--- src/rtl/btn_pkg.sv ---
// ---------------------------------------------------------------------------
// btn_pkg : channel constants, event-id type and round-robin pick helper
// Rev 1.0
// ---------------------------------------------------------------------------
`default_nettype none

package btn_pkg;

   localparam int CH_EAST  = 0;
   localparam int CH_NORTH = 1;
   localparam int CH_WEST  = 2;
   localparam int N_CH     = 3;
   localparam int MILI     = 50000;

   typedef logic [1:0] evt_id_t;

   typedef struct packed {
      logic    found;
      evt_id_t id;
   } grant_t;

   // First requesting channel at or after start, wrapping modulo N_CH.
   function automatic grant_t rr_pick(input logic [N_CH-1:0] req, input evt_id_t start);
      grant_t g;
      int     idx;
      g.found = 1'b0;
      g.id    = start;
      for (int k = 0; k < N_CH; k++) begin
         idx = int'(start) + k;
         if (idx >= N_CH) idx = idx - N_CH;
         if (idx >= N_CH) idx = idx - N_CH;
         if (!g.found && req[idx]) begin
            g.found = 1'b1;
            g.id    = evt_id_t'(idx);
         end
      end
      return g;
   endfunction

   function automatic evt_id_t next_ch(input evt_id_t ch);
      return (int'(ch) >= N_CH - 1) ? evt_id_t'(0) : ch + evt_id_t'(1);
   endfunction

endpackage

`default_nettype wire

--- src/rtl/btn_event_arbiter_if.sv ---
// ---------------------------------------------------------------------------
// btn_event_arbiter_if : event stream handshake plus status flags
// Rev 1.0
// ---------------------------------------------------------------------------
`default_nettype none

interface btn_event_arbiter_if;
   import btn_pkg::*;

   logic    evt_valid;
   logic    evt_ready;
   evt_id_t evt_id;
   logic    busy;
   logic    lost;

   modport master (
      output evt_valid,
      output evt_id,
      output busy,
      output lost,
      input  evt_ready
   );

   modport slave (
      input  evt_valid,
      input  evt_id,
      input  busy,
      input  lost,
      output evt_ready
   );

endinterface

`default_nettype wire

--- src/rtl/btn_debounce.sv ---
// ---------------------------------------------------------------------------
// btn_debounce : HOLD-sample qualifier emitting one strobe per press;
// optional auto-repeat every REPEAT cycles when BTN_REPEAT_EN is defined. Rev 1.0
// ---------------------------------------------------------------------------
`default_nettype none

module btn_debounce #(
   parameter int HOLD   = 4,
   parameter int REPEAT = 6
) (
   input  wire logic clk,
   input  wire logic rst,
   input  wire logic raw,
   output logic      strobe
);

   localparam int              CW     = $clog2(HOLD + 1);
   localparam logic [CW-1:0]   C_HOLD = CW'(HOLD);
   localparam logic [CW-1:0]   C_ARM  = CW'(HOLD - 1);

   if (HOLD < 1 || REPEAT < 2) begin : g_bad_param
      $error("btn_debounce: HOLD must be >= 1 and REPEAT >= 2");
   end

   logic [CW-1:0] cnt;

   always_ff @(posedge clk) begin
      if (rst)
         cnt <= '0;
      else if (!raw)
         cnt <= '0;
      else if (cnt != C_HOLD)
         cnt <= cnt + 1'b1;
   end

`ifdef BTN_REPEAT_EN
   localparam int            RW      = $clog2(REPEAT);
   localparam logic [RW-1:0] C_RLAST = RW'(REPEAT - 1);

   logic [RW-1:0] rcnt;

   // Runs only while saturated, so its phase is anchored to the initial strobe.
   always_ff @(posedge clk) begin
      if (rst || !raw || cnt != C_HOLD)
         rcnt <= '0;
      else if (rcnt == C_RLAST)
         rcnt <= '0;
      else
         rcnt <= rcnt + 1'b1;
   end

   assign strobe = raw && ((cnt == C_ARM) || ((cnt == C_HOLD) && (rcnt == C_RLAST)));
`else
   assign strobe = raw && (cnt == C_ARM);
`endif

endmodule

`default_nettype wire

--- src/rtl/btn_event_arbiter.sv ---
// ---------------------------------------------------------------------------
// btn_event_arbiter : debounced buttons -> pending bits -> round-robin event
// stream. Optional auto-repeat: define BTN_REPEAT_EN. Rev 1.0
// ---------------------------------------------------------------------------
`default_nettype none

module btn_event_arbiter
   import btn_pkg::*;
#(
   parameter int HOLD   = 100 * MILI,
   parameter int REPEAT = 500 * MILI
) (
   input  wire logic            clk,
   input  wire logic            rst,
   input  wire logic [N_CH-1:0] btn_in,
   btn_event_arbiter_if.master  evt
);

   logic [N_CH-1:0] strobe;
   logic [N_CH-1:0] pending;
   logic [N_CH-1:0] clr;
   evt_id_t         rr;
   evt_id_t         id_q;
   logic            valid_q;
   logic            lost_q;
   grant_t          gnt;
   logic            load;
   logic            take;
   logic            lost_hit;

   for (genvar i = 0; i < N_CH; i++) begin : g_ch
      btn_debounce #(
         .HOLD   (HOLD),
         .REPEAT (REPEAT)
      ) u_debounce (
         .clk    (clk),
         .rst    (rst),
         .raw    (btn_in[i]),
         .strobe (strobe[i])
      );
   end

   always_comb begin
      gnt  = rr_pick(pending, rr);
      load = !valid_q || evt.evt_ready;
      take = load && gnt.found;
      clr  = '0;
      for (int i = 0; i < N_CH; i++) begin
         clr[i] = take && (gnt.id == evt_id_t'(i));
      end
      // A strobe on the channel being granted this cycle is not a drop.
      lost_hit = |(strobe & pending & ~clr);
   end

   always_ff @(posedge clk) begin
      if (rst) begin
         pending <= '0;
         rr      <= '0;
         id_q    <= '0;
         valid_q <= 1'b0;
         lost_q  <= 1'b0;
      end else begin
         pending <= (pending & ~clr) | strobe;
         if (lost_hit)
            lost_q <= 1'b1;
         if (take) begin
            id_q    <= gnt.id;
            valid_q <= 1'b1;
            rr      <= next_ch(gnt.id);
         end else if (load) begin
            valid_q <= 1'b0;
         end
      end
   end

   assign evt.evt_valid = valid_q;
   assign evt.evt_id    = id_q;
   assign evt.lost      = lost_q;
   assign evt.busy      = (|pending) || valid_q;

endmodule

`default_nettype wire

--- src/flat_wrapper.sv ---
// flat-port wrapper written by rule: the top's interface ports become plain ports
module btn_event_arbiter_flat import btn_pkg::*;
#(
   parameter int HOLD   = 100 * MILI,
   parameter int REPEAT = 500 * MILI
)
  (clk, rst, btn_in, evt_evt_valid, evt_evt_id, evt_busy, evt_lost, evt_evt_ready);
  btn_event_arbiter_if evt_i ();
  input  wire logic clk;
  input  wire logic rst;
  input  wire logic [N_CH-1:0] btn_in;
  output wire logic [$bits(evt_i.evt_valid)-1:0] evt_evt_valid;
  output wire logic [$bits(evt_i.evt_id)-1:0] evt_evt_id;
  output wire logic [$bits(evt_i.busy)-1:0] evt_busy;
  output wire logic [$bits(evt_i.lost)-1:0] evt_lost;
  input wire logic [$bits(evt_i.evt_ready)-1:0] evt_evt_ready;
  assign evt_evt_valid = evt_i.evt_valid;
  assign evt_evt_id = evt_i.evt_id;
  assign evt_busy = evt_i.busy;
  assign evt_lost = evt_i.lost;
  assign evt_i.evt_ready = evt_evt_ready;
  btn_event_arbiter #(.HOLD(HOLD), .REPEAT(REPEAT)) u_core (.clk(clk), .rst(rst), .btn_in(btn_in), .evt(evt_i));
endmodule
--- config.mk ---
export PLATFORM = sky130hd
export DESIGN_NAME = btn_event_arbiter_flat
export DESIGN_NICKNAME = d
export VERILOG_FILES = /design/src/rtl/btn_pkg.sv /design/src/rtl/btn_event_arbiter_if.sv /design/src/rtl/btn_debounce.sv /design/src/rtl/btn_event_arbiter.sv /design/src/flat_wrapper.sv
export SDC_FILE = /design/constraint.sdc
export NUM_CORES = 1
export LEC_CHECK = 0
export BUFFER_PORTS_ARGS = -buffer_cell sky130_fd_sc_hd__clkbuf_2
export CORE_UTILIZATION = 50
export DETAILED_ROUTE_END_ITERATION = 10
export MAX_ROUTING_LAYER = met4
export PLACE_DENSITY = 0.75
export SLEW_MARGIN = 20
export SYNTH_ARGS = -nofsm -noshare
export SYNTH_HDL_FRONTEND = slang
export SYNTH_SLANG_ARGS = --single-unit
--- constraint.sdc ---
create_clock -name clk -period 2.2 [get_ports clk]
set_input_delay 0.33 -clock clk [delete_from_list [all_inputs] [get_ports clk]]
set_output_delay 0.33 -clock clk [all_outputs]
set_load 0.02 [all_outputs]
After elaboration in Yosys (flattened, before gate mapping)

Cells that the tools add are included.

Input port bits: 6
Register bits after elaboration: 78
Output and inout port bits: 5
Word-level logic and storage cells: 88

Equality and inequality tests: 8
$add $sub $neg: 12
$lt $le $gt $ge: 10
Muxes and demuxes: 21
Reduce and logical (&&, ||, !) cells: 21
Bitwise operators: 8

Operators by type and width:

| operator                | count |
|---|---|
| $mux W32                | 6 |
| $ge A32 B3 Y1 const B   | 5 |
| $sub A32 B3 Y32 const B | 5 |
| $lt A32 B4 Y1 const B   | 3 |
| $add A23 B1 Y23 const B | 3 |
| $eq A23 B23 Y1 const B  | 3 |
| $ne A23 B23 Y1 const B  | 3 |
| $and A3 B3 Y3           | 3 |
| $logic_and A1 B1 Y1     | 9 |
| $mux W3                 | 3 |
| $mux W1                 | 8 |
| $bmux W1 S2             | 3 |
| $reduce_or A2 Y1        | 3 |
| $reduce_or A3 Y1        | 2 |
| $ge A2 B2 Y1 const B    | 2 |
| $add A2 B1 Y3 const B   | 1 |
| $add A2 B2 Y3 const B   | 1 |
| $logic_not A1 Y1        | 3 |
| $not A1 Y1              | 3 |
| $not A3 Y3              | 1 |
| $or A3 B3 Y3            | 1 |
| $sub A2 B2 Y3 const B   | 1 |
| $add A2 B1 Y2 const B   | 1 |
| $eq A2 B1 Y1 const B    | 1 |
| 5 further kinds         | 6 |

Depth between registers and ports, before layout

Word-level depth: 19
Mapped depth: 9
Mapped depth without buffers: 8

Hierarchy

A second synthesis with hierarchy kept.

Cell total of the unflattened synthesis: 506
Area, all modules: 4,335.4 um^2

By module, submodules not included:

| module            | seq. area each (um^2) | instances | area each (um^2) | cells an instance |
|---|---|---|---|---|
| btn_debounce      | 460.4                 | 3         | 1,212.4          | 139 |
| btn_event_arbiter | 180.2                 | 1         | 698.2            | 89 |

Least setup slack after synthesis

OpenSTA, ideal clock, no wires.

Kind: flip-flop to flip-flop
From: reg u_core.rr[0]
To: reg u_core.lost_q (netlist: u_core.evt.lost)
Data required time: 2.108 ns
Path buffers: 1
Data arrival time: 2.121 ns
Library setup time: 0.092 ns
Slack: -0.013 ns
Clock period less this slack: 2.213 ns
Stages on the path, launching flop included: 9
Cells stage by stage: dfxtp_1 inv_1 ha_1 clkbuf_1 o21ai_0 or2_1 o21ai_0 nor3_1 o32ai_1

Word-level cells in the longest chain between the ends: 19
Elaborated cells on any way between the ends: 46
Those cells by class: 8 x add/sub; 6 x order compare; 2 x eq/ne; 18 x mux; 2 x bitwise; 10 x reduce/logical

Ends and longest elaborated chain:

| element                                                                  | RTL line                | source |
|---|---|---|
| start: declaration                                                       | btn_event_arbiter.sv:22 | `evt_id_t rr;` |
| start signal: assignment                                                 | btn_event_arbiter.sv:69 | `rr <= next_ch(gnt.id);` |
| parallel branches: the longest is 13 deep, another holds $sub A32 B3 Y32 | -                       |  |
| $mux W3 *                                                                | btn_pkg.sv:32           | `if (!g.found && req[idx]) begin` |
| $eq A2 B1 Y1, or another cell as far along                               | btn_event_arbiter.sv:49 | `clr[i] = take && (gnt.id == evt_id_t'(i));` |
| $logic_and A1 B1 Y1                                                      | btn_event_arbiter.sv:49 |  |
| $not A3 Y3 *                                                             | btn_event_arbiter.sv:52 | `lost_hit = \|(strobe & pending & ~clr);` |
| $and A3 B3 Y3 *                                                          | btn_event_arbiter.sv:52 |  |
| $reduce_or A3 Y1 *                                                       | btn_event_arbiter.sv:52 |  |
| end signal: assignment                                                   | btn_event_arbiter.sv:61 | `lost_q <= 1'b0;` |
| end signal: assignment                                                   | btn_event_arbiter.sv:65 | `lost_q <= 1'b1;` |
| end: declaration                                                         | btn_event_arbiter.sv:25 | `logic lost_q;` |

Mark *: on every way between the ends. The select of a mux whose other input is x is not followed.
A chain may end at the register's enable or synchronous reset.

Worst setup path in the final report

From: reg u_core.rr[1]
To: reg u_core.rr[0]

Word-level cells in the longest chain between the ends: 16
Elaborated cells on any way between the ends: 40
Those cells by class: 9 x add/sub; 7 x order compare; 19 x mux; 5 x reduce/logical

Ends and longest elaborated chain:

| element                                                                  | RTL line      | source |
|---|---|---|
| parallel branches: the longest is 13 deep, another holds $sub A32 B3 Y32 | -             |  |
| $mux W3 *                                                                | btn_pkg.sv:32 |  |
| $add A2 B1 Y2 or $ge A2 B2 Y1 (tied branches)                            | btn_pkg.sv:41 | `return (int'(ch) >= N_CH - 1) ? evt_id_t'(0) : ch + evt_id_t'(1);` |
| $mux W2                                                                  | btn_pkg.sv:41 |  |

Marked as above.

==> qor.yml <==
synth:
  seq_area_frac_synth: 0.4226
  synth_commonest_cells: "dfxtp_1, nor2_1, xor2_1"
  syn-num-nets: 447
  synth_top_flop_cell: "dfxtp_1"
  synth-edff-count: 0
  avgSynthCellArea_um2: 8.553
  yosys.area.top_type_share: 0.4226
  yosys.area.top_type: "dfxtp_1"
  synth.distinct_cells: 48
  synth_warnings: 0
  syn_inst: 432
  yosysMostFrequentCell: "dfxtp_1"
  netlist_area_mm2: 0.003695
  synth-async-reset-ratio: 0
  synth_area_leaders: "dfxtp_1, xor2_1, nor2_1"
  synth.ff_latch_count: 78
die:
  die_w_um: 87.96
  die_area_mm2: 0.007737
  io_pins: 11
  coreArea_mm2: 0.006982
  initial_core_util: 0.5292
  die_y_um: 87.96
  rows: 30
timing:
  skew_ns: 0.005388
  clock.fmax_mhz: 468.7
  worst_pin_slew_ns: 0.3976
  slew_viol_final: 0
  rsz0062_at_grt: "yes"
  finalSetupViolations: 0
  period_share: 0.9699
  hold_violations: 0
  final.min_clock_period_ns: 2.134
  relSlewSlack: 0.7346
cts:
  clk_latency_ns: 0.35
  cts_tree: "yes"
  clock_path_buffers: 2
  clk_pin_slew_ns: 0.08
  cts-root-buf: "clkbuf_8"
  cts_buffers: 9
  htreeDepth: 3
  cts_sinks: 78
  ctsHoldBuffers: 0
place:
  place_inst: 546
  portBuffers: 10
  dp_hpwl_mm: 5.087
  place_area_mm2: 0.003965
  gp_congestion: 0.8366
grt:
  grt_pass1_vias: 2878
  grt_use_total: 0.2129
  grt_max_degree: 24
  grt_pass1_wl_mm: 12.52
  grt_antenna_before_repair: 0
  grt-ovfl-total: 0
critical_path:
  start_kind: "register"
  worst_r2r_path_depth: 8
  reg2reg_slack_ns: 0.07
  r2r_end: "u_core.rr[0]"
  crit_arrival_ns: 2.42
  crit_type: "register to register"
  end_kind: "register"
  crit_fanout: 4
  reg2reg_from: "u_core.rr[1]"
  cp_data_required_time_ns: 2.48
power:
  p_per_area_mw_per_mm2: 591.2
  peakVddDrop_uv: 369.0
  leakage_uw: 0.001501
finish:
  fin_area_mm2: 0.004319
  syn2layout_area_growth_pct: 16.90
  drive_gt1_frac: 0.1563
  instances_no_fill: 563
  nFillCells: 624
  final_nets: 478
  antenna_cells_inserted: 0
  post-route-util: 0.6186
hold_path:
  hold_start: "rst"
  hold_path_class: "primary input to register"
  hold_depth: 2
  hold_end: "u_core.rr[0]"
route:
  via_per_inst: 5.483
  drt-initial-drc-count: 147
  ant_nets: 0
  drt-total-wl_mm: 7.367
  drc: 0
  num_vias: 3087
  drt-pass1-iter-count: 4
  wl_per_cell_um: 13.09
run:
  drv_cap: 0
outcome:
  status: "complete, no violations"
-- cells in the final DEF (no fill, tap or decap), drive strengths merged, types with 2 or more instances in the layout --
cell type	synthesis	final
or4	3	3
xor2	37	37
nor4	6	6
clkbuf	9	22
dfxtp	78	78
nand2b	9	9
a311oi	2	2
nand2	28	28
xnor2	18	18
ha	9	9
a21oi	18	18
mux2i	6	6
nor3	11	11
o21ai	12	12
clkinv	0	2
nand3b	3	3
or3b	2	2
or3	11	11
nor2	72	72
inv	15	15
buf	2	21
and4	7	7
nand4	11	11
or4b	5	5
and2	2	2
and3	12	12
nand3	28	28
-- where the power goes --
part	leakage [µW]	internal, µW	switching [µW]	total [µW]
combinational	0.000768	20.0	34.9	54.9
clock	0.000102	580	495	1080
sequential	0.000630	1420	6.93	1420
total	0.00150	2020	537	2550
-- flip-flops by register name (all words and copies together), names as in the netlist --
register                    count
u_core.evt.evt_id               2
u_core.evt.evt_valid            1
u_core.evt.lost                 1
u_core.g_ch.u_debounce.cnt     69
u_core.pending                  3
u_core.rr                       2
-- worst max-delay path, cell delays in order (launching register included) --
cell and delay [ns]:
dfxtp_2 0.36, inv_1 0.08, ha_1 0.21, mux2i_2 0.27
o21ai_2 0.10, or2_4 0.25, o32a_1 0.30, or3_1 0.37
a21oi_1 0.12
-- through the flow --
| stage | setup slack [ns] | power (µW) | TNS, ns | hold slack, ns |
|---|---|---|---|---|
| final | 0.06625 | 2553 | 0 | 0.3120 |
| after CTS | -0.02285 | 2577 | -0.02285 | 0.2975 |
| after global routing | -0.01853 | 2661 | -0.03909 | 0.3090 |
| after global placement | -0.04201 | 1508 | -0.06214 | 0.4507 |
| after floorplan | 0.05355 | 1489 | 0 | 0.4588 |
| after detailed placement | -0.1332 | 1510 | -0.3696 | 0.4571 |
-- repair_timing --
item,CTS,global route
endpoints found under the setup margin,6,10
buffers inserted,0,2
gates resized for setup,7,22
pin swaps,1,6
-- worst max-delay path by stage --
| stage | startpoint | to | cells after the start |
|---|---|---|---|
| final | u_core.rr[1] | u_core.rr[0] | 8 |
| after global routing | u_core.rr[1] | u_core.rr[0] | 8 |
| after CTS | u_core.rr[0] | u_core.rr[0] | 8 |
| after detailed placement | u_core.rr[0] | u_core.rr[0] | 8 |
| after global placement | u_core.g_ch[2].u_debounce.cnt[12] | u_core.evt.lost | 7 |
| after floorplan | u_core.rr[0] | u_core.rr[0] | 9 |
-- cell type report --
class,count,area [µm²],area share
Sequential cell,78,1565,0.3624
Timing Repair Buffer,31,207.7,0.04809
Clock buffer,12,155.1,0.03592
Inverter,15,56.30,0.01304
Multi-Input combinational cell,328,2171,0.5026
Tap cell,96,120.1,0.02781
Clock inverter,3,43.79,0.01014
-- cells by family after synthesis --
| logic type | Yosys count | share of synthesized area |
|---|---|---|
| AO/OA/AOI/OAI | 43 | 0.07112 |
| XOR/XNOR | 55 | 0.1304 |
| adder cells (fa/ha/maj) | 9 | 0.03048 |
| buffers and inverters | 26 | 0.02675 |
| flip-flops | 78 | 0.4226 |
| multiplexers | 6 | 0.01626 |
| AND/OR/NAND/NOR | 215 | 0.3024 |
-- layer usage --
metal / vias up / track usage / share of wire
met5: - / - / 0
met4: 0 / 0.06855 / 0.012
met3: 9 / 0.06126 / 0.032
met2: 45 / 0.3538 / 0.49
met1: 1470 / 0.2465 / 0.46
li1: 1563 / - / -
Power figures use the tool's default switching activity.
